<file path="config.mk">
export PLATFORM = sky130hd
export DESIGN_NAME = std_sq_wb_buffer
export DESIGN_NICKNAME = d
export VERILOG_FILES = /design/src/rtl/std_sq_wb_buffer.sv
export SDC_FILE = /design/constraint.sdc
export NUM_CORES = 1
export LEC_CHECK = 0
export CAP_MARGIN = 25
export CORE_MARGIN = 2
export CORE_UTILIZATION = 40
export CTS_CLUSTER_SIZE = 25
export DETAILED_ROUTE_END_ITERATION = 8
export SKIP_CTS_REPAIR_TIMING = 1
export SLEW_MARGIN = 20
export SYNTH_ARGS = -nofsm -noshare
export SYNTH_HDL_FRONTEND = slang
export SYNTH_SLANG_ARGS = --single-unit
</file>
<file path="constraint.sdc">
create_clock -name clock -period 8.08 [get_ports clock]
set_input_delay 1.616 -clock clock [delete_from_list [all_inputs] [get_ports clock]]
set_output_delay 1.616 -clock clock [all_outputs]
set_load 0.01 [all_outputs]
</file>
<file path="src/rtl/std_sq_wb_buffer.sv">
`default_nettype none
// ============================================================================
// Module   : std_sq_wb_buffer
// Purpose  : In-order write-back buffer between the store-data execution
//            unit and the store-queue data write port. Captures each
//            store-data result, formats the data to store width at enqueue,
//            absorbs store-queue backpressure, raises an early stall toward
//            issue and discards entries squashed by a redirect.
// Revision : 1.0 - initial release
// ----------------------------------------------------------------------------
// Parameters
//   DEPTH  buffer entries (power of two, >= 2)
//   ROB_W  robIdx value width
//   SQ_W   sqIdx value width
// Ports
//   clock / reset               clock, asynchronous active-low reset
//   io_in_*                     store-data result (no ready on this side)
//   io_redirect_*               pipeline flush request
//   io_out_valid/ready          store-queue data write handshake
//   io_out_sqIdx_*, io_out_data target entry and size-replicated data
//   io_stall                    registered stall toward issue
//   io_overflow                 sticky drop-on-full error flag
// Optional build macro
//   STD_SQ_WB_PERF_EN  adds io_perf_wr_cnt / io_perf_kill_cnt (32-bit,
//                      saturating) counting writes and redirect kills.
// ============================================================================
module std_sq_wb_buffer #(
  parameter int DEPTH = 4,
  parameter int ROB_W = 5,
  parameter int SQ_W  = 4
) (
  input  logic             clock,
  input  logic             reset,
  input  logic             io_in_valid,
  input  logic [6:0]       io_in_fuOpType,
  input  logic             io_in_robIdx_flag,
  input  logic [ROB_W-1:0] io_in_robIdx_value,
  input  logic             io_in_sqIdx_flag,
  input  logic [SQ_W-1:0]  io_in_sqIdx_value,
  input  logic [63:0]      io_in_data,
  input  logic             io_redirect_valid,
  input  logic             io_redirect_robIdx_flag,
  input  logic [ROB_W-1:0] io_redirect_robIdx_value,
  input  logic             io_redirect_level,
  output logic             io_out_valid,
  input  logic             io_out_ready,
  output logic             io_out_sqIdx_flag,
  output logic [SQ_W-1:0]  io_out_sqIdx_value,
  output logic [63:0]      io_out_data,
  output logic             io_stall,
  output logic             io_overflow
`ifdef STD_SQ_WB_PERF_EN
  ,
  output logic [31:0]      io_perf_wr_cnt,
  output logic [31:0]      io_perf_kill_cnt
`endif
);

  localparam int c_idx_w = $clog2(DEPTH);
  localparam int c_ptr_w = c_idx_w + 1;

  // a is younger than b in ROB order (wrap flag disambiguates the wrap)
  function automatic logic f_is_after(input logic af, input logic [ROB_W-1:0] av,
                                      input logic bf, input logic [ROB_W-1:0] bv);
    return (af ^ bf) ^ (av > bv);
  endfunction

  function automatic logic f_killed(input logic ef, input logic [ROB_W-1:0] ev,
                                    input logic rvld, input logic rf,
                                    input logic [ROB_W-1:0] rv, input logic lvl);
    return rvld & (f_is_after(ef, ev, rf, rv) | (lvl & (ef == rf) & (ev == rv)));
  endfunction

  // Storage
  logic [c_ptr_w-1:0] r_head;
  logic [c_ptr_w-1:0] r_tail;
  logic [DEPTH-1:0]   r_live;
  logic [DEPTH-1:0]   r_rob_flag;
  logic [ROB_W-1:0]   r_rob_val [DEPTH];
  logic [DEPTH-1:0]   r_sq_flag;
  logic [SQ_W-1:0]    r_sq_val  [DEPTH];
  logic [63:0]        r_data    [DEPTH];
  logic               r_stall;
  logic               r_ovf;

  logic [c_idx_w-1:0] w_head_idx;
  logic [c_idx_w-1:0] w_tail_idx;
  logic [c_ptr_w-1:0] w_count;
  logic [c_ptr_w-1:0] w_count_nxt;
  logic               w_empty;
  logic               w_full;
  logic [DEPTH-1:0]   w_kill;
  logic [DEPTH-1:0]   w_live_nxt;
  logic               w_in_kill;
  logic               w_enq_req;
  logic               w_enq;
  logic               w_drop;
  logic               w_fire;
  logic               w_silent;
  logic               w_deq;
  logic               w_out_valid;
  logic [63:0]        w_fmt;
  logic               w_unused;

  // Only the size field of fuOpType matters to this block
  assign w_unused = ^io_in_fuOpType[6:2];

  assign w_head_idx = r_head[c_idx_w-1:0];
  assign w_tail_idx = r_tail[c_idx_w-1:0];
  assign w_count    = r_tail - r_head;
  assign w_empty    = (w_count == '0);
  assign w_full     = (w_head_idx == w_tail_idx) & (r_head[c_idx_w] != r_tail[c_idx_w]);

  // Every live entry is checked against the redirect in parallel
  for (genvar g = 0; g < DEPTH; g++) begin : g_kill
    assign w_kill[g] = r_live[g] & f_killed(r_rob_flag[g], r_rob_val[g],
                                            io_redirect_valid, io_redirect_robIdx_flag,
                                            io_redirect_robIdx_value, io_redirect_level);
  end

  assign w_in_kill = f_killed(io_in_robIdx_flag, io_in_robIdx_value,
                              io_redirect_valid, io_redirect_robIdx_flag,
                              io_redirect_robIdx_value, io_redirect_level);

  // A head entry being killed this cycle must not present a write
  assign w_out_valid = ~w_empty & r_live[w_head_idx] & ~w_kill[w_head_idx];
  assign w_fire      = w_out_valid & io_out_ready;
  // Dead head entries leave one per cycle without touching the store queue
  assign w_silent    = ~w_empty & ~r_live[w_head_idx];
  assign w_deq       = w_fire | w_silent;

  assign w_enq_req   = io_in_valid & ~w_in_kill;
  // When full, a same-cycle dequeue frees the very slot the tail points at
  assign w_enq       = w_enq_req & (~w_full | w_deq);
  assign w_drop      = w_enq_req & w_full & ~w_deq;

  assign w_count_nxt = w_count + c_ptr_w'(w_enq) - c_ptr_w'(w_deq);

  always_comb begin
    w_fmt = io_in_data;
    case (io_in_fuOpType[1:0])
      2'd0:    w_fmt = {8{io_in_data[7:0]}};
      2'd1:    w_fmt = {4{io_in_data[15:0]}};
      2'd2:    w_fmt = {2{io_in_data[31:0]}};
      default: w_fmt = io_in_data;
    endcase
  end

  // Kill and dequeue clear first; enqueue wins on the shared slot when full
  always_comb begin
    w_live_nxt = r_live & ~w_kill;
    if (w_deq) w_live_nxt[w_head_idx] = 1'b0;
    if (w_enq) w_live_nxt[w_tail_idx] = 1'b1;
  end

  always_ff @(posedge clock or negedge reset) begin
    if (!reset) begin
      r_head     <= '0;
      r_tail     <= '0;
      r_live     <= '0;
      r_rob_flag <= '0;
      r_sq_flag  <= '0;
      r_stall    <= 1'b0;
      r_ovf      <= 1'b0;
      for (int i = 0; i < DEPTH; i++) begin
        r_rob_val[i] <= '0;
        r_sq_val[i]  <= '0;
        r_data[i]    <= '0;
      end
    end else begin
      r_live <= w_live_nxt;
      if (w_deq) r_head <= r_head + c_ptr_w'(1);
      if (w_enq) begin
        r_tail                 <= r_tail + c_ptr_w'(1);
        r_rob_flag[w_tail_idx] <= io_in_robIdx_flag;
        r_rob_val[w_tail_idx]  <= io_in_robIdx_value;
        r_sq_flag[w_tail_idx]  <= io_in_sqIdx_flag;
        r_sq_val[w_tail_idx]   <= io_in_sqIdx_value;
        r_data[w_tail_idx]     <= w_fmt;
      end
      // Leaves one slot for a uop already past issue when stall rises
      r_stall <= (w_count_nxt >= c_ptr_w'(DEPTH - 1));
      if (w_drop) r_ovf <= 1'b1;
    end
  end

  assign io_out_valid       = w_out_valid;
  assign io_out_sqIdx_flag  = r_sq_flag[w_head_idx];
  assign io_out_sqIdx_value = r_sq_val[w_head_idx];
  assign io_out_data        = r_data[w_head_idx];
  assign io_stall           = r_stall;
  assign io_overflow        = r_ovf;

`ifdef STD_SQ_WB_PERF_EN
  localparam int c_kcnt_w = $clog2(DEPTH + 2);

  logic [31:0]         r_perf_wr;
  logic [31:0]         r_perf_kill;
  logic [c_kcnt_w-1:0] w_kill_num;
  logic [32:0]         w_wr_sum;
  logic [32:0]         w_kill_sum;

  always_comb begin
    w_kill_num = c_kcnt_w'(io_in_valid & w_in_kill);
    for (int i = 0; i < DEPTH; i++) begin
      w_kill_num = w_kill_num + c_kcnt_w'(w_kill[i]);
    end
  end

  assign w_wr_sum   = {1'b0, r_perf_wr} + 33'(w_fire);
  assign w_kill_sum = {1'b0, r_perf_kill} + 33'(w_kill_num);

  // Carry out of the 32-bit sum means the counter saturates
  always_ff @(posedge clock or negedge reset) begin
    if (!reset) begin
      r_perf_wr   <= '0;
      r_perf_kill <= '0;
    end else begin
      r_perf_wr   <= w_wr_sum[32]   ? 32'hFFFF_FFFF : w_wr_sum[31:0];
      r_perf_kill <= w_kill_sum[32] ? 32'hFFFF_FFFF : w_kill_sum[31:0];
    end
  end

  assign io_perf_wr_cnt   = r_perf_wr;
  assign io_perf_kill_cnt = r_perf_kill;
`endif

endmodule
`default_nettype wire

</file>
Word-level counts from Yosys, hierarchy flattened
Index checks and enable logic that the tools add are counted.

Flip-flop bits (word level): 312. Input port bits: 94.

Magnitude comparators: 13. Multiplexer cells: 30. $add $sub $neg: 5. Bitwise gates (word level): 58. Reduce and logical (&&, ||, !) cells: 5. Eq/ne operators: 14.

Operator list (count): $bwmux 256 (1); $mux 64 (3); $pmux 64 s3 (1); $bmux 64 s2 (1); $demux 64 s2 (1); $and 1x1->1 (28); $eq 5x5->1 (5); $gt 5x5->1 (5); $bwmux 20 (1); $mux 4 (5); $bwmux 16 (1); $demux 5 s2 (1); $xor 1x1->1 (10); $and 4x4->4 (2); $bmux 4 s2 (1); $bwmux 4 (2); $demux 4 s2 (1); $not 4->4 (2); $or 1x1->1 (7); $add 3x1->3 const B (2); $bmux 1 s2 (3); $ge 3x3->1 const B (2); $lt 2x3->1 const B (2); $not 1->1 (6); other kinds (19) (32).

Longest topological paths before layout
Gate-level depths: netlist of run 1.

Word-level depth: 17. Gate-level depth with buffers: 19.

Worst setup path before layout of run 1
Ideal clock, no wire load.

Path kind: input -> output. Start point: input io_redirect_robIdx_value[3]. End point: output io_out_valid. Stages: 8. Arrival time: 3.418 ns. Required time: 6.464 ns. Slack: 3.046 ns. Cell sequence: inv_1 > ha_1 > nand3_1 > o21bai_1 > a31oi_1 > a31oi_1 > or4_4 > nor3b_1.

Cells in the longest elaborated chain, start to end: 9.

RTL lines: from (decl) (line 43) `input logic [ROB_W-1:0] io_redirect_robIdx_value,`; $gt 5x5->1 or $eq 5x5->1 (tied branches) (line 65, 71); $xor 1x1->1 or $and 1x1->1 (tied branches) (line 65, 71); $or 1x1->1 (line 71) `return rvld & (f_is_after(ef, ev, rf, rv) | (lvl & (ef == rf) & (ev == rv)));`; $and 1x1->1 (line 71); $and 1x1->1 (line 116) `assign w_kill[g] = r_live[g] & f_killed(r_rob_flag[g], r_rob_val[g],`; $bmux 1 s2 * (line 126) `assign w_out_valid = ~w_empty & r_live[w_head_idx] & ~w_kill[w_head_idx];`; $mux 1 (implied by the code) * (line 126); $not 1->1 * (line 126); $and 1x1->1 * (line 126); to (decl) (line 45) `output logic io_out_valid,`.

Mark *: on every way between the ends. The rest lies on a longest branch, timed or not. The select of a mux whose other input is x is not followed.

Worst setup path after layout of run 1
Start point: input io_redirect_robIdx_value[2]. End point: output io_out_valid.

The elaborated chain is that of the path after synthesis.

==> metrics, run 1 <==
Final Hold Viols=0; post-synthesis adder-cell area fraction=3.23%; Final period util=76.5%; commonest non-fill, non-tap cell in the layout=dfrtp_1; clock root cell=clkbuf_16; DPL Wire Length=25800 um; FMAX=0.162 GHz; initial cell density of the core=40.4%; Warnings, synthesis=0; Net Count, Synth=1172; vias in the first global route=9891; gpl congestion=0.721; P&R area growth vs syn=20.9%; drt initial violations=458; ranking of synthesized cells by area=dfrtp_1 50%, mux2_1 11%, mux2_2 10%; dominant synthesized flop cell=dfrtp_1; CTS clock-pin slew for the worst setup and hold paths=0.06 ns; synth unique cells=46; Yosys top cell by area=dfrtp_1; Total Routing Usage GR=19.8%; most frequent cells in the layout=310 x dfrtp_1, 157 x clkdlybuf4s50_1, 151 x mux2_1; post-route clock skew=0.0146 ns; Via Count=9273; Max Root-Sink Buffers=3; layout cells sized above 1=27.0%; worst rel slew slack=31.5%; # H-tree levels=2; Routed WL per cell=22.7 um; WP data arrival=4.56 ns; Post-Syn Area per Cell=15.0 um^2; CTS Buf Count=36; Switch Pwr=2580 uW; port bufs=160; Final Max Tran Viols=0; #FFs+latches synth=312; Final Critical Period=6.18 ns; antenna viol nets, final=0; Post-Synth XOR/XNOR Area=0.732%; Hold Crit Class=flop to flop; vias per cell=5.33; Die Width=201 um; Comb pwr share=44.5%; die area=40500 um^2; simple-gate portion of the synthesized area=3.08%; Max Cap Viol=0; power share of the clock group=21.0%; Boundary Pins=166; Gate Count Post-Synth=1039; final setup TNS=0 ns; Net Sw Frac=31.7%; clock latency on the worst-skew pair=0.52 ns; setup violators final=0; RSZ-0062 raised after global routing=false; critical path class=primary input to primary output; Max VDD drop=0.000302 V; initial antenna violation count=4; pin count of the biggest net entering global routing=119; status=complete, no violations; Hold WS=0.480 ns; PwrDens=432 nW/um^2; top-area cell type share of the netlist area=50.2%; CP endpoint kind=primary output; TritonRoute pass-1 iters=4; number of synthesized flops with an enable pin=0; first-pass GRT wire length=61200 um; Post-Syn Area=15500 um^2; Nets=1327; Sequential Power Share=34.5%; Worst Setup Start Kind=primary input; internal power contribution=5540 uW; Leakage=0.00792 uW; register area share after synthesis=50.2%; Required @ worst endpoint=6.46 ns; fraction of registers with async set/reset=100%; main combinational cell family by area after synthesis=multiplexers; Die Ht=201 um; global route overflow=0; # rows=72; crit path max fanout=5; TritonCTS Sinks=312; Synth Area in Compound Gates=3.21%; mux share of post-synthesis cell area=36.0%; CTS tree=done; Worst-Margin Slew=1.03 ns; core area=38500 um^2; Remaining DRCs=0; routed wire length=39500 um
==> sequential cells by signal, summed over array words and instances (netlist names) <==
signal       cells
r_data         256
r_rob_val       20
r_sq_val        16
r_live           4
r_rob_flag       4
r_sq_flag        4
r_head           3
r_tail           3
io_overflow      1
io_stall         1
==> cell families after synthesis <==
group | count (synthesis)
adder cells (fa/ha/maj) | 39
XOR/XNOR | 13
buffers and inverters | 89
multiplexers | 419
AO/OA/AOI/OAI | 81
flip-flops | 312
AND/OR/NAND/NOR | 86
==> area by class of cell <==
| cell class | instances | area (um^2) |
|---|---|---|
| Inverter | 28 | 105 |
| Clock buffer | 53 | 1080 |
| Antenna cell | 2 | 5.00 |
| Timing Repair Buffer | 178 | 1780 |
| Sequential cell | 312 | 7820 |
| Fill cell | 3385 | 19700 |
| Tap cell | 518 | 648 |
| Clock inverter | 11 | 168 |
| Multi-Input combinational cell | 638 | 7210 |
==> per-stage QoR <==
stage                     std cells  util (%)  cell area (um^2)  power [uW]  setup slack [ns]
after global routing           1739      48.9             18800        8640              1.69
after CTS                      1737      48.8             18800        8230              1.88
after global placement         1673      45.6             17500        6410              1.90
final                          1740      48.9             18800        8120              1.90
after detailed placement       1673      45.6             17500        6480              1.92
after floorplan                1039         -             15500        5030              3.05
==> worst paths after layout <==
check / startpoint / endpoint / slack [ns] / depth (start not counted)
worst max register to register: r_head[0] / io_stall / 3.82 / 17
worst min register to register: r_sq_val[5] / r_sq_val[5] / 0.48 / 1
min in group asynchronous: reset / r_data[53] / 1.13 / 1
worst min-delay path: r_sq_val[5] / r_sq_val[5] / 0.48 / 1
worst max-delay path: io_redirect_robIdx_value[2] / io_out_valid / 1.90 / 10
max in group asynchronous: reset / r_rob_val[16] / 5.29 / 3
==> routing by layer <==
| metal | part of all wire (%) | up-vias | global-route usage (%) | wire (um) |
|---|---|---|---|---|
| li1 | - | 4190 | - | - |
| met1 | 46 | 4844 | 28.0 | 18300 |
| met2 | 47 | 184 | 31.8 | 18500 |
| met3 | 4.9 | 53 | 3.66 | 1920 |
| met4 | 1.7 | 2 | 4.71 | 689 |
| met5 | 0.041 | - | 0 | 16 |
==> power by group through the flow <==
| stage | Clock, uW | Combinational (uW) | Sequential, uW |
|---|---|---|---|
| floorplan | 0 | 2390 | 2640 |
| global placement | 0 | 3610 | 2800 |
| detailed placement | 0 | 3650 | 2830 |
| CTS | 1750 | 3680 | 2810 |
| global route | 1820 | 3910 | 2910 |
| finish | 1700 | 3620 | 2800 |
==> worst max-delay path, stage by stage <==
cell and delay (ns):
clkdlybuf4s50_1 0.46, inv_1 0.12, ha_1 0.31, nand3_1 0.13, o21bai_1 0.18, a31oi_1 0.21, a31oi_1 0.14, or4_4 0.60
nor3b_1 0.22, clkdlybuf4s50_1 0.57
==> cells in the mapped netlist (8+ instances only) <==
library cell	count
a21oi_1	38
mux2_1	151
mux4_2	69
clkbuf_1	19
a31oi_1	9
mux2_2	140
inv_1	28
nor2b_1	14
ha_1	37
dfrtp_1	312
a211oi_1	8
nor2_1	11
mux2i_1	25
nand3_1	10
mux2_4	34
nand2_1	15
buf_6	18
buf_1	10
(Power assumes the default switching activity.)
==> run 2: changes to the inputs <==
==> constraint.sdc (replaced) <==
create_clock -name clock -period 5.8 [get_ports clock]
set_input_delay 1.16 -clock clock [delete_from_list [all_inputs] [get_ports clock]]
set_output_delay 1.16 -clock clock [all_outputs]
set_load 0.01 [all_outputs]
==> run 2 against run 1 <==
  * Combinational power up 38%
  * Clock power increased by 28%
  * Critical path depth is the same
  * Worst hold slack worse by 0.0045 ns
  * Power is 37% higher
  * Worst setup slack worse by 1.3 ns
  * Routed wire length about the same
  * Global-route usage rose by 0.12 points
==> metrics, run 2 (synthesis results as in run 1) <==
WP data arrival=4.08 ns (-0.48 ns); final setup TNS=0 ns (unchanged); drt initial violations=398 (-13%); TritonCTS Sinks=312 (unchanged); RR Endpoint=io_stall; post-route clock skew=0.0174 ns (+0.00280 ns); pin count of the biggest net entering global routing=144 (+21%); CTS tree=done; Nets=1334 (+0.53%); FILL cells=3396 (+0.32%); Max Cap Viol=0 (unchanged); Final Non-Filler Cells=1742 (+0.11%); clock latency on the worst-skew pair=0.53 ns (about the same); core area=38500 um^2 (unchanged); critical path class=primary input to primary output; Via Count=9399 (+1.4%); Worst-Margin Slew=1.02 ns (-0.00540 ns); Max Root-Sink Buffers=3 (unchanged); max reg flops=256 (unchanged); Boundary Pins=166 (unchanged); routed wire length=39400 um (about the same); Worst Setup Start Kind=primary input; Total Routing Usage GR=20.0% (+0.12 points); worst rel slew slack=31.9% (+0.36 points); Worst Slack Setup Final=0.557 ns (-1.35 ns); most frequent cells in the layout=310 x dfrtp_1, 157 x clkdlybuf4s50_1, 151 x mux2_1; FMAX=0.191 GHz; # H-tree levels=2 (unchanged); Final period util=90.4%; first-pass GRT wire length=61700 um (+0.85%); Leakage=0.00789 uW (-0.35%); layout cells sized above 1=27.2% (+0.16 points); Min-Delay Endpoint=r_sq_val[4]; P&R area growth vs syn=20.7%; initial antenna violation count=0 (-4); Max VDD drop=0.000342 V (+14%); initial cell density of the core=40.4% (unchanged); Final Critical Period=5.24 ns; Die Width=201 um (unchanged); CTS Buf Count=36 (unchanged); RSZ-0062 raised after global routing=false; Hold Crit Class=flop to flop; antenna viol nets, final=0 (unchanged); reg-to-reg startpoint=r_head[0]; Sequential Area=7820 um^2 (unchanged); Final Hold Viols=0 (unchanged); PwrDens=593 nW/um^2 (+37%); Final Core Density=48.8% (-0.094 points); vias in the first global route=10004 (+1.1%); CTS clock-pin slew for the worst setup and hold paths=0.05 ns (about the same); Required @ worst endpoint=4.64 ns (-1.82 ns); DPL Wire Length=26000 um (+0.94%); footprint of the multi-input gates=7210 um^2 (unchanged); port bufs=160 (unchanged); commonest non-fill, non-tap cell in the layout=dfrtp_1; Worst Hold Path Cells=1 (unchanged); ant diodes=0 (-2); largest registers=r_data (256), r_rob_val (20), r_sq_val (16); Remaining DRCs=0 (unchanged); TritonRoute pass-1 iters=4 (unchanged); die area=40500 um^2 (unchanged); reg2reg setup slack=1.53 ns (-2.29 ns); Die Ht=201 um (unchanged); status=complete, no violations; CP endpoint kind=primary output; path depth of the worst reg2reg path=17 (unchanged); Final Max Tran Viols=0 (unchanged); register with the most flip-flops=r_data; vias per cell=5.40 (+1.2%); global route overflow=0 (unchanged); hold wc startpoint=r_sq_val[4]; clock root cell=clkbuf_16; setup violators final=0 (unchanged); gpl congestion=0.760 (+5.5%); # rows=72 (unchanged); Routed WL per cell=22.6 um (-0.20%); placed instance count=1681 (+0.48%); crit path max fanout=5 (unchanged); dpl ws=0.579 ns (-1.34 ns)
run 2: cell types whose count changed in the layout (fill, tap and decap cells not counted), moves of 2 or more:
cell	change
buf_12	+5
diode_2	-2
buf_4	+3
bufinv_16	-3
clkbuf_8	-5
clkinvlp_4	+2
run 2: worst max-delay path by stage:
stage          slack [ns]            to                         from  cells past startpoint
2_1_floorplan        1.33      io_stall  io_redirect_robIdx_value[3]                     18
3_3_place_gp         0.56  io_out_valid  io_redirect_robIdx_value[3]                     10
3_5_place_dp         0.58  io_out_valid  io_redirect_robIdx_value[3]                     10
4_1_cts              0.56  io_out_valid  io_redirect_robIdx_value[3]                     10
5_1_grt              0.35  io_out_valid  io_redirect_robIdx_value[3]                     10
6_report             0.56  io_out_valid  io_redirect_robIdx_value[3]                     10
run 2: metal layers:
metal | GRT usage [%] | up-vias | share of wire (%)
li1 | - | 4184 | -
met1 | 28.0 | 4951 | 46
met2 | 31.9 | 200 | 47
met3 | 3.08 | 64 | 4.7
met4 | 6.61 | 0 | 3.0
met5 | 0 | - | 0
run 2: metrics by stage:
step	hold slack, ns	instance area, um^2	power [uW]
floorplan	0.452	15500	7010
global placement	0.462	17600	8960
detailed placement	0.471	17600	9080
CTS	0.484	18800	11300
global route	0.496	18800	11800
finish	0.475	18800	11100
run 2: final cells by class:
cell class / count / share of cell area (%)
multi-input combinational: 638 / 38.4
clock buffer: 49 / 5.39
sequential: 312 / 41.6
timing repair buffer: 185 / 9.97
clock inverter: 12 / 0.567
inverter: 28 / 0.560
tap: 518 / 3.45
run 2: critical path, cell delays in order:
cell and delay (ns):
clkdlybuf4s50_1 0.45, inv_1 0.10, ha_1 0.33, nand3_1 0.17, o21bai_1 0.20, a31oi_1 0.22
a31oi_1 0.11, or4_4 0.57, nor3b_1 0.20, clkdlybuf4s50_1 0.57
run 2: power breakdown:
part	internal [uW]	switching (uW)	total, uW	leakage [uW]
logic	2970	2040	5010	0.00366
registers	3300	636	3940	0.00369
clock network	1270	909	2180	0.000538
total	7540	3590	11100	0.00789
